==> src/rtl/dma_ahb_pkg.sv <==
// Shared AHB encodings and read-master state type for the DMA channel.
package dma_ahb_pkg;

  localparam logic [1:0] HTRANS_IDLE   = 2'b00;
  localparam logic [1:0] HTRANS_NONSEQ = 2'b10;
  localparam logic [1:0] HTRANS_SEQ    = 2'b11;

  localparam logic [2:0] HBURST_SINGLE = 3'b000;
  localparam logic [2:0] HBURST_INCR   = 3'b001;
  localparam logic [2:0] HSIZE_WORD    = 3'b010;

  localparam logic [1:0] HRESP_OKAY    = 2'b00;
  localparam logic [1:0] HRESP_ERROR   = 2'b01;

  typedef enum logic [2:0] {
    ST_IDLE,
    ST_REQ,
    ST_XFER,
    ST_DRAIN,
    ST_ERR
  } rd_state_e;

endpackage

==> src/rtl/dma_rd_skid.sv <==
// One-word skid register between the AHB data phase and the channel FIFO.
module dma_rd_skid
  import dma_ahb_pkg::*;
#(
  parameter int DATA_WIDTH = 32
) (
  input  logic                  HCLK,
  input  logic                  HRESETn,
  input  logic                  capture,
  input  logic [DATA_WIDTH-1:0] capture_data,
  input  logic                  full,
  input  logic                  hold,
  input  logic                  flush,
  output logic                  skid_valid,
  output logic                  push,
  output logic [DATA_WIDTH-1:0] skid_data
);

  assign push = skid_valid && !full && !hold;

  // A capture in the same cycle as a push replaces the outgoing word.
  always_ff @(posedge HCLK or negedge HRESETn) begin
    if (!HRESETn) begin
      skid_valid <= 1'b0;
      skid_data  <= '0;
    end else if (flush) begin
      skid_valid <= 1'b0;
    end else if (capture) begin
      skid_valid <= 1'b1;
      skid_data  <= capture_data;
    end else if (push) begin
      skid_valid <= 1'b0;
    end
  end

endmodule

==> src/rtl/dma_ahb_rd_master.sv <==
// DMA channel AHB read master: fetches TransferCount words and pushes them to the FIFO.
module dma_ahb_rd_master
  import dma_ahb_pkg::*;
#(
  parameter int ADDR_WIDTH = 32,
  parameter int DATA_WIDTH = 32,
  parameter int CNT_WIDTH  = 16
) (
  input  logic                  HCLK,
  input  logic                  HRESETn,
  input  logic                  Start,
  input  logic [ADDR_WIDTH-1:0] SrcAddr,
  input  logic [CNT_WIDTH-1:0]  TransferCount,
  input  logic                  SrcIncr,
  output logic                  Busy,
  output logic                  Done,
  output logic                  Error,
  output logic                  HBUSREQ,
  input  logic                  HGRANT,
  output logic [ADDR_WIDTH-1:0] HADDR,
  output logic [1:0]            HTRANS,
  output logic                  HWRITE,
  output logic [2:0]            HSIZE,
  output logic [2:0]            HBURST,
  input  logic                  HREADY,
  input  logic [1:0]            HRESP,
  input  logic [DATA_WIDTH-1:0] HRDATA,
  input  logic                  full,
  output logic                  WriteDataEnable,
  output logic [DATA_WIDTH-1:0] in_HRDATA_m
);

  rd_state_e             state, state_nxt;
  logic [ADDR_WIDTH-1:0] addr_q;
  logic [CNT_WIDTH-1:0]  issue_cnt, data_cnt;
  logic                  incr_q, seq_ok, data_pending, skid_valid;
  logic                  err_now, err_end, capture, slot_ok, issue, accept;

  // RETRY and SPLIT are folded into ERROR: anything but OKAY aborts.
  assign err_now = data_pending && (HRESP != HRESP_OKAY);
  assign err_end = err_now && HREADY;
  assign capture = data_pending && HREADY && !err_now;
  assign slot_ok = (!skid_valid && !data_pending) || ((skid_valid ^ data_pending) && !full);
  assign issue   = (state == ST_XFER) && (issue_cnt != '0) && HGRANT && slot_ok && !err_now;
  assign accept  = issue && HREADY;

  assign HADDR  = addr_q;
  assign HWRITE = 1'b0;
  assign HSIZE  = HSIZE_WORD;
  assign HBURST = incr_q ? HBURST_INCR : HBURST_SINGLE;
  assign HTRANS = !issue ? HTRANS_IDLE :
                  (!incr_q || !seq_ok || (addr_q[9:0] == 10'd0)) ? HTRANS_NONSEQ : HTRANS_SEQ;

  always_ff @(posedge HCLK or negedge HRESETn) begin
    if (!HRESETn) begin
      state        <= ST_IDLE;
      addr_q       <= '0;
      issue_cnt    <= '0;
      data_cnt     <= '0;
      incr_q       <= 1'b0;
      seq_ok       <= 1'b0;
      data_pending <= 1'b0;
    end else begin
      state <= state_nxt;
      if (state == ST_IDLE && Start) begin
        addr_q    <= SrcAddr & ~ADDR_WIDTH'(3);
        issue_cnt <= TransferCount;
        data_cnt  <= TransferCount;
        incr_q    <= SrcIncr;
        seq_ok    <= 1'b0;
      end else begin
        if (accept) begin
          issue_cnt <= issue_cnt - CNT_WIDTH'(1);
          if (incr_q) addr_q <= addr_q + ADDR_WIDTH'(4);
        end
        if (capture && data_cnt != '0) data_cnt <= data_cnt - CNT_WIDTH'(1);
        // Losing the grant breaks the burst; the next beat restarts as NONSEQ.
        if (!HGRANT)     seq_ok <= 1'b0;
        else if (accept) seq_ok <= 1'b1;
      end
      if (accept)      data_pending <= 1'b1;
      else if (HREADY) data_pending <= 1'b0;
    end
  end

  always_comb begin
    state_nxt = state;
    Busy      = (state != ST_IDLE);
    Done      = 1'b0;
    Error     = 1'b0;
    HBUSREQ   = (state == ST_REQ) || (state == ST_XFER);
    case (state)
      ST_IDLE:  if (Start) state_nxt = (TransferCount == '0) ? ST_DRAIN : ST_REQ;
      ST_REQ:   if (HGRANT && HREADY) state_nxt = ST_XFER;
      ST_XFER: begin
        if (err_end)                             state_nxt = ST_ERR;
        else if (accept && issue_cnt == CNT_WIDTH'(1)) state_nxt = ST_DRAIN;
      end
      ST_DRAIN: begin
        if (err_end) begin
          state_nxt = ST_ERR;
        end else if (data_cnt == '0 && !skid_valid) begin
          Done      = 1'b1;
          state_nxt = ST_IDLE;
        end
      end
      ST_ERR: begin
        Error     = 1'b1;
        state_nxt = ST_IDLE;
      end
      default:  state_nxt = ST_IDLE;
    endcase
  end

  dma_rd_skid #(
    .DATA_WIDTH (DATA_WIDTH)
  ) u_skid (
    .HCLK         (HCLK),
    .HRESETn      (HRESETn),
    .capture      (capture),
    .capture_data (HRDATA),
    .full         (full),
    .hold         (err_end),
    .flush        (state == ST_ERR),
    .skid_valid   (skid_valid),
    .push         (WriteDataEnable),
    .skid_data    (in_HRDATA_m)
  );

endmodule

==> config.mk <==
export PLATFORM = sky130hd
export DESIGN_NAME = dma_ahb_rd_master
export DESIGN_NICKNAME = d
export VERILOG_FILES = /design/src/rtl/dma_ahb_pkg.sv /design/src/rtl/dma_rd_skid.sv /design/src/rtl/dma_ahb_rd_master.sv
export SDC_FILE = /design/constraint.sdc
export NUM_CORES = 1
export LEC_CHECK = 0
export CAP_MARGIN = 5
export CORE_MARGIN = 3
export CORE_UTILIZATION = 48
export CTS_BUF_LIST = sky130_fd_sc_hd__clkbuf_8
export DETAILED_ROUTE_END_ITERATION = 6
export PLACE_DENSITY = 0.85
export SETUP_SLACK_MARGIN = 0.2
export SKIP_LAST_GASP = 1
export SLEW_MARGIN = 40
export SYNTH_ARGS = -nofsm -noshare
export SYNTH_HDL_FRONTEND = slang
export SYNTH_SLANG_ARGS = --single-unit
==> constraint.sdc <==
create_clock -name HCLK -period 3.2 [get_ports HCLK]
set_clock_uncertainty 0.2 [all_clocks]
set_input_delay 0.64 -clock HCLK [delete_from_list [all_inputs] [get_ports HCLK]]
set_output_delay 0.64 -clock HCLK [all_outputs]
set_load 0.1 [all_outputs]
# Word level (Yosys, flattened, before mapping)
# Cells that the tools add are included.
dict set report word_totals {
  ff_bits 103
  input_bits 89
  word_cells 99
}
dict set report classes {
  addsub 3
  eq_ne 10
  muxes 30
  n_bitwise 2
  n_reduce_logical 45
}
# op count
set op_table {}
lappend op_table {{two-way mux 32 bit} 3}
lappend op_table {{two-way mux 16 bit} 4}
lappend op_table {{adder 32 x 3 -> 32 bit (second input constant)} 1}
lappend op_table {{zero test 16 bit} 2}
lappend op_table {{nonzero test 16 bit} 2}
lappend op_table {{subtractor 16 x 1 -> 16 bit (second input constant)} 2}
lappend op_table {{logical AND 1 bit} 18}
lappend op_table {{two-way mux 3 bit} 6}
lappend op_table {{== test 16 x 1 -> 1 bit (second input constant)} 1}
lappend op_table {{two-way mux 1 bit} 14}
lappend op_table {{one-hot mux 3 bit (4 select lines)} 1}
lappend op_table {{zero test 10 bit} 1}
lappend op_table {{nonzero test 2 bit} 5}
lappend op_table {{zero test 1 bit} 7}
lappend op_table {{== test 3 x 2 -> 1 bit (second input constant)} 2}
lappend op_table {{inequality test 3 x 1 -> 1 bit (second input constant)} 2}
lappend op_table {{nonzero test 3 bit} 2}
lappend op_table {{logical OR 1 bit} 4}
lappend op_table {{two-way mux 2 bit} 2}
lappend op_table {{AND reduction 2 bit} 2}
lappend op_table {{AND reduction 4 bit} 1}
lappend op_table {{== test 3 x 1 -> 1 bit (second input constant)} 1}
lappend op_table {{== test 3 bit (second input constant)} 1}
lappend op_table {{zero test 3 bit} 1}
lappend op_table {{5 further kinds} 5}

# Depth between registers and ports, before layout
# Gate-level depths: netlist of the first run.
dict set report logic_depth {
  depth_word 10
  depth_mapped 9
  mapped_depth_nobuf 9
}

# Modules after synthesis
# Synthesis of the first run repeated with hierarchy kept, for this count alone.
dict set report unflattened {
  hier_cells 578
  area_unflattened_um2 5794.3
}
# mod instances cells_per_inst area_per_inst_um2 seq_area_each_um2
set by_module_without_submodules {}
lappend by_module_without_submodules {dma_ahb_rd_master 1 504 4389.2 1701.6}
lappend by_module_without_submodules {dma_rd_skid 1 74 1405.1 825.8}

# Worst setup path before layout of the first run
# Ideal clock, no wire load.
dict set report synth_timing {
  kind {register -> output}
  startpoint {register data_cnt[0]}
  endpoint {output Done}
  t_arrival_ps 4323
  required_ps 2360
  setup_slack_ps -1963
  stages_incl_launch_ff 6
  path_cell_list {dfrtp_1 -> inv_1 -> ha_1 -> or3b_2 -> or4_1 -> nor4_1}
}
dict set report synth_between {
  elab_chain_cells 5
}
# item line_no
set synth_rtl {}
lappend synth_rtl {{start, declared} dma_ahb_rd_master.sv:35} ;# logic [CNT_WIDTH-1:0] issue_cnt, data_cnt;
lappend synth_rtl {{start signal, assigned} dma_ahb_rd_master.sv:68} ;# data_cnt <= TransferCount;
lappend synth_rtl {{start signal, assigned} dma_ahb_rd_master.sv:76} ;# if (capture && data_cnt != '0) data_cnt <= data_cnt - CNT_WIDTH'(1);
lappend synth_rtl {{zero test 16 bit} dma_ahb_rd_master.sv:102} ;# end else if (data_cnt == '0 && !skid_valid) begin
lappend synth_rtl {{logical AND 1 bit} dma_ahb_rd_master.sv:102}
lappend synth_rtl {{two-way mux 1 bit} dma_ahb_rd_master.sv:102}
lappend synth_rtl {{two-way mux 1 bit} dma_ahb_rd_master.sv:100} ;# if (err_end) begin
lappend synth_rtl {{two-way mux 1 bit} dma_ahb_rd_master.sv:92} ;# case (state)
lappend synth_rtl {{end, declared} dma_ahb_rd_master.sv:16} ;# output logic Done,
# Every way passes these cells.

# Worst setup path in the final report of the first run
dict set report layout_timing {
  startpoint {register data_cnt[1]}
  endpoint {output Done}
}
# The elaborated chain is that of the path after synthesis.

==> results of run 1 <==
through the flow:
stage | setup TNS (ns) | instances | cell area, µm² | setup WS, ns
after floorplan | -0.161 | 543 | 5320 | -0.161
after global placement | 0 | 822 | 6930 | 0.103
after detailed placement | 0 | 822 | 6930 | 0.00188
after CTS | -0.0367 | 850 | 7310 | -0.0367
after global routing | 0 | 858 | 7410 | 0.0315
final | 0 | 858 | 7410 | 0.0773
how the worst max path moves through the flow:
stage                     start   endpoint  slack, ns  cells past startpoint
CTS                 data_cnt[1]       Done      -0.04                      6
global placement       HRESP[1]  HADDR[21]       0.10                      8
floorplan           data_cnt[0]       Done      -0.16                      5
finish              data_cnt[1]       Done       0.08                      6
global route        data_cnt[1]       Done       0.03                      6
detailed placement     HRESP[1]  HADDR[21]      0.002                      8
logic make-up after synthesis:
logic type,count (synthesis),share of synthesized area
buffers and inverters,46,0.0418
and+or+nand+nor,210,0.206
muxes,34,0.0725
AOI/OAI and AO/OA,86,0.0965
other,2,0.00143
xor gates and xnor gates,51,0.0848
adders and majority gates,7,0.0166
DFF,101,0.480
sequential cells by signal, summed over array words and instances (netlist names):
register           flops
u_skid.skid_data      32
HADDR                 30
data_cnt              16
issue_cnt             16
state                  3
data_pending           1
incr_q                 1
seq_ok                 1
u_skid.skid_valid      1
layer usage:
layer / GRT usage / vias up / wire, µm
li1: - / 2226 / -
met1: 0.310 / 2368 / 6100
met2: 0.442 / 215 / 8160
met3: 0.0360 / 46 / 978
met4: 0.100 / 0 / 490
met5: 0 / - / 0
layout by cell type, fill, tap and decap left out, types with 3 or more instances in the layout:
cell	netlist	layout
a21oi_1	24	24
and3_1	6	6
and4_1	7	7
buf_12	0	6
buf_4	10	103
clkbuf_8	0	10
clkdlybuf4s50_1	0	81
clkinv_4	0	3
conb_1	2	8
dfrtp_1	101	98
dfrtp_2	0	3
dlymetal6s2s_1	0	3
ha_1	7	5
inv_1	15	11
inv_2	0	4
mux2_2	32	32
nand2_1	56	55
nand2b_1	4	3
nand3_1	22	22
nand3b_1	3	3
nand4_1	8	8
nor2_1	44	43
nor3_1	19	17
nor4_1	17	14
o211ai_1	4	4
o21ai_0	39	39
or3_1	4	4
or4_1	5	3
or4_4	1	3
xnor2_1	36	36
xor2_1	15	15
what timing repair did:
| item | in CTS | in global routing |
|---|---|---|
| gates resized for setup | 14 | 10 |
| pin swaps | 8 | 7 |
| endpoints found under the setup margin | 3 | 4 |
| setup buffers | 12 | 8 |
final cells by class:
class	count	area (µm²)	area share
multi-input combinational	396	2670	0.360
sequential	101	2530	0.342
timing repair buffer	194	1750	0.236
tap	136	170	0.0230
clock buffer	10	138	0.0186
clock inverter	6	95.1	0.0128
inverter	15	56.3	0.00760
==> impl_metrics.toml, run 1 <==
[clock_tree]
clkLatencyLatePin_ns = 0.38
cts_root_buf = "clkbuf_8"
cts-hold-fix-buffers = 0
clock_tree.buffer_depth = 2
clk_transition_reported_paths_ns = 0.10
clock_tree.htree_level_count = 3
cts-buffers-inserted = 9
tritoncts = "yes"
clkSinkCount = 101

[synth]
synth-edff-count = 0
count_of_synthesis_stage_warnings_from_yosys = 0
seq_area_frac_synth = 0.480
gate_count_after_technology_mapping = 537
synth_top_area_share = 0.480
post_synth.cell_area_avg_um2 = 9.80
synth_largest_area_cell = "dfrtp_1"
mappedNetlistArea_um2 = 5270
synthTopCellsByArea = "dfrtp_1 (48%), mux2_2 (6.8%), xnor2_1 (6.0%), nand2_1 (4.0%), o21ai_0 (3.7%)"
most_frequently_used_flop_master_after_synthesis = "dfrtp_1"
ys_ff_latch = 101
yosys.cell_count.top_type = "dfrtp_1"
async_reset_ff_frac = 1.00
post_synth_cell_types = 56
synth_commonest_cells = "dfrtp_1 (101), nand2_1 (56), nor2_1 (44)"

[place]
place_hpwl_um = 11100
gp_routability_congestion = 0.928
io_buffer_count = 156

[sta]
unrepaired_setup_endpoints_after_global_routing = "true"
timing_worst_slew_pin_value_ns = 0.695
max_slew_violation_count = 0
max_slew_margin = 0.532
clock.fmax_ghz = 0.320
finish_stage_setup_viols = 0
final_min_period_over_clock_period = 0.976
holdWs_ns = 0.0315
final-hold-violation-count = 0
min_period_ns = 3.12

[critical_path]
critical_path.startpoint_type = "flop"
end_kind = "output pin"
worst-setup-path-type = "reg2out"
worst-path-buf-inv = 2
worstReg2RegStart = "data_cnt[1]"
crit_slowest_cell = "or4_4"
critical_path.reg2reg.endpoint = "state[1]"
timing.reg2reg.worst_path_depth = 9
critical_path.max_fanout = 2
cell_by_cell_listing_of_the_critical_path = "inv_2 > ha_4 > or3b_4 > or4_4 > nor4_4 > buf_12"
critPathArrivalTime_ns = 2.28
timing.critical_path.required_ns = 2.36
max_stage_delay_ns = 0.47
path_delay_family = "simple AND/OR/NAND/NOR gates"
setup.reg_to_reg.worst_slack_ns = 0.29

[global_route]
initial_antenna_violation_count = 0
globalRouteOverflowTotal = 0
first_pass_grt_wire_length_um = 25100
grt_start_max_net_pins = 45
global_route.usage.total = 0.251
first_global_vias = 4879

[floorplan]
num_rows = 37
die_width_um = 111
core_area_um2 = 10500
floorplan.initialDensity = 0.501
dieArea_um2 = 12300
floorplan.die.height_um = 111
io-pin-count = 167

[drt]
via_total_after_detailed_routing = 4855
wl_per_cell_um = 18.3
route.antenna.remaining_nets = 0
drt-pass1-iter-count = 5
route.final.wire_length_um = 15700
detail_route.iter0.violations = 275
remaining_drc_errors = 0
vias_per_cell = 5.66

[cells_and_area]
antenna_diode_count = 0
final_core_util = 0.705
drive_above_1_share = 0.265
fillerInstances = 756
fin_nets = 813
areaGrowthSynthToFinish_pct = 40.7

[hold_path]
hold_removal_path_class = "in2async"

[run_status]
run_status = "completed"

[job]
max-cap-violations = 0
Power of run 1 is not shown: default switching activity piles up to over one toggle a cycle in this logic, so the estimate is an artifact.
==> inputs of run 2 (changes only) <==
- TNS_END_PERCENT: unset -> 10
==> impl_metrics.toml, run 2 (synthesis gave the netlist of run 1 again) <==
[run_status]
run_status = "finished with violations"
failed_checks = "setup timing"

[global_route]
globalRouteOverflowTotal = 0
first_global_vias = 4749
initial_antenna_violation_count = 0
first_pass_grt_wire_length_um = 23700
global_route.usage.total = 0.236
grt_start_max_net_pins = 61

[critical_path]
crit_slowest_cell = "or4_4"
end_kind = "output pin"
timing.critical_path.required_ns = 2.36
critPathArrivalTime_ns = 2.40
critical_path.startpoint_type = "flop"
cell_by_cell_listing_of_the_critical_path = "inv_1 > ha_1 > or3b_2 > or4_4 > nor4_4 > buf_12"
worst-setup-path-type = "reg2out"
critical_path.max_fanout = 5
max_stage_delay_ns = 0.48

[drt]
via_total_after_detailed_routing = 4645
remaining_drc_errors = 0
route.final.wire_length_um = 14100
wl_per_cell_um = 16.8
drt-pass1-iter-count = 4
vias_per_cell = 5.54
route.antenna.remaining_nets = 0
detail_route.iter0.violations = 203

[sta]
fin_ws_ns = -0.0408
finish_stage_setup_viols = 1
max_slew_margin = 0.539
timing_worst_slew_pin_value_ns = 0.685
unrepaired_setup_endpoints_after_global_routing = "true"
max_slew_violation_count = 0
min_period_ns = 3.24
holdWs_ns = 0.0479
final_min_period_over_clock_period = 1.01
fin_tns_setup_ns = -0.0408
final-hold-violation-count = 0
clock.fmax_ghz = 0.309

[place]
gp_routability_congestion = 0.874
io_buffer_count = 156
place_hpwl_um = 10700
placement.cell_area_um2 = 6910
dpl.cell_count = 821

[clock_tree]
cts-buffers-inserted = 9
cts-hold-fix-buffers = 0
clock_tree.htree_level_count = 3
cts_root_buf = "clkbuf_8"
clkSinkCount = 101
clock_tree.buffer_depth = 2
tritoncts = "yes"
clk_transition_reported_paths_ns = 0.09
clkLatencyLatePin_ns = 0.37

[cells_and_area]
largest-register = "u_skid.skid_data"
leading_cell_type_in_the_layout_fill_and_taps_excluded = "dfrtp_1"
stdcell_area_um2 = 7130
fin_nets = 793
final_cell_count_without_fillers = 838
antenna_diode_count = 0
layout_common_cells = "dfrtp_1 (101), clkdlybuf4s50_1 (85), buf_4 (83)"
areaGrowthSynthToFinish_pct = 35.5
drive_above_1_share = 0.221
largest_reg_flops = 32

[floorplan]
num_rows = 37
core_area_um2 = 10500
floorplan.die.height_um = 111
dieArea_um2 = 12300
floorplan.initialDensity = 0.501
die_width_um = 111
io-pin-count = 167

[hold_path]
hold_removal_path_class = "in2async"

[job]
max-cap-violations = 0
run 2: changes by cell type in the layout (fill, tap and decap cells not counted), moves of 4 or more:
cell / delta
inv_1: +5
buf_4: -20
clkdlybuf4s50_1: +4
inv_2: -4
run 2: metrics by stage:
stage               utilization  setup slack, ns
finish                    0.679          -0.0408
global placement          0.657            0.122
CTS                       0.679          -0.0625
detailed placement        0.657           0.0874
floorplan                     -           -0.413
global route              0.679           -0.164
run 2: repair_timing:
action / in CTS / in global routing
setup buffers: 1 / 0
endpoints found under the setup margin: 3 / 3
resized for setup: 1 / 0
run 2: path summary, 6_finish.rpt:
path	from	endpoint	slack, ns	depth (start not counted)
setup reg to reg	data_cnt[1]	state[1]	0.34	8
hold / removal	HRESETn	u_skid.skid_data[3]	0.05	1
setup / recovery	data_cnt[1]	Done	-0.04	6
min in group HCLK	u_skid.skid_data[6]	u_skid.skid_data[6]	0.32	1
max in group asynchronous	HRESETn	issue_cnt[3]	2.05	2
hold reg to reg	u_skid.skid_data[6]	u_skid.skid_data[6]	0.32	1
run 2: cell type report:
cell class	count	area, µm²
Timing Repair Buffer	174	1590
Tap cell	136	170
Clock inverter	4	46.3
Fill cell	822	3380
Inverter	15	56.3
Clock buffer	12	165
Sequential cell	101	2530
Multi-Input combinational cell	396	2570
run 2: worst max-delay path, delay by kind of cell (launching register included):
kind	cells	cell delay, ns
fa+ha+maj	1	0.14
simple gates	3	1.16
flops	1	0.43
buf+inv	2	0.30
run 2: routing by layer:
metal | track usage | up-vias | routed length (µm)
met2 | 0.404 | 151 | 7300
met4 | 0.0862 | 0 | 375
met5 | 0 | - | 0
met1 | 0.296 | 2268 | 5650
li1 | - | 2193 | -
met3 | 0.0491 | 33 | 771
Power of run 2 is left out for the same reason.
==> inputs of run 3 (changes only) <==
- SLEW_MARGIN: 40 -> 20
==> results of run 3 <==
Final layout, timing and power as in run 2 (identical DEF).
Power of run 3 is left out for the same reason.
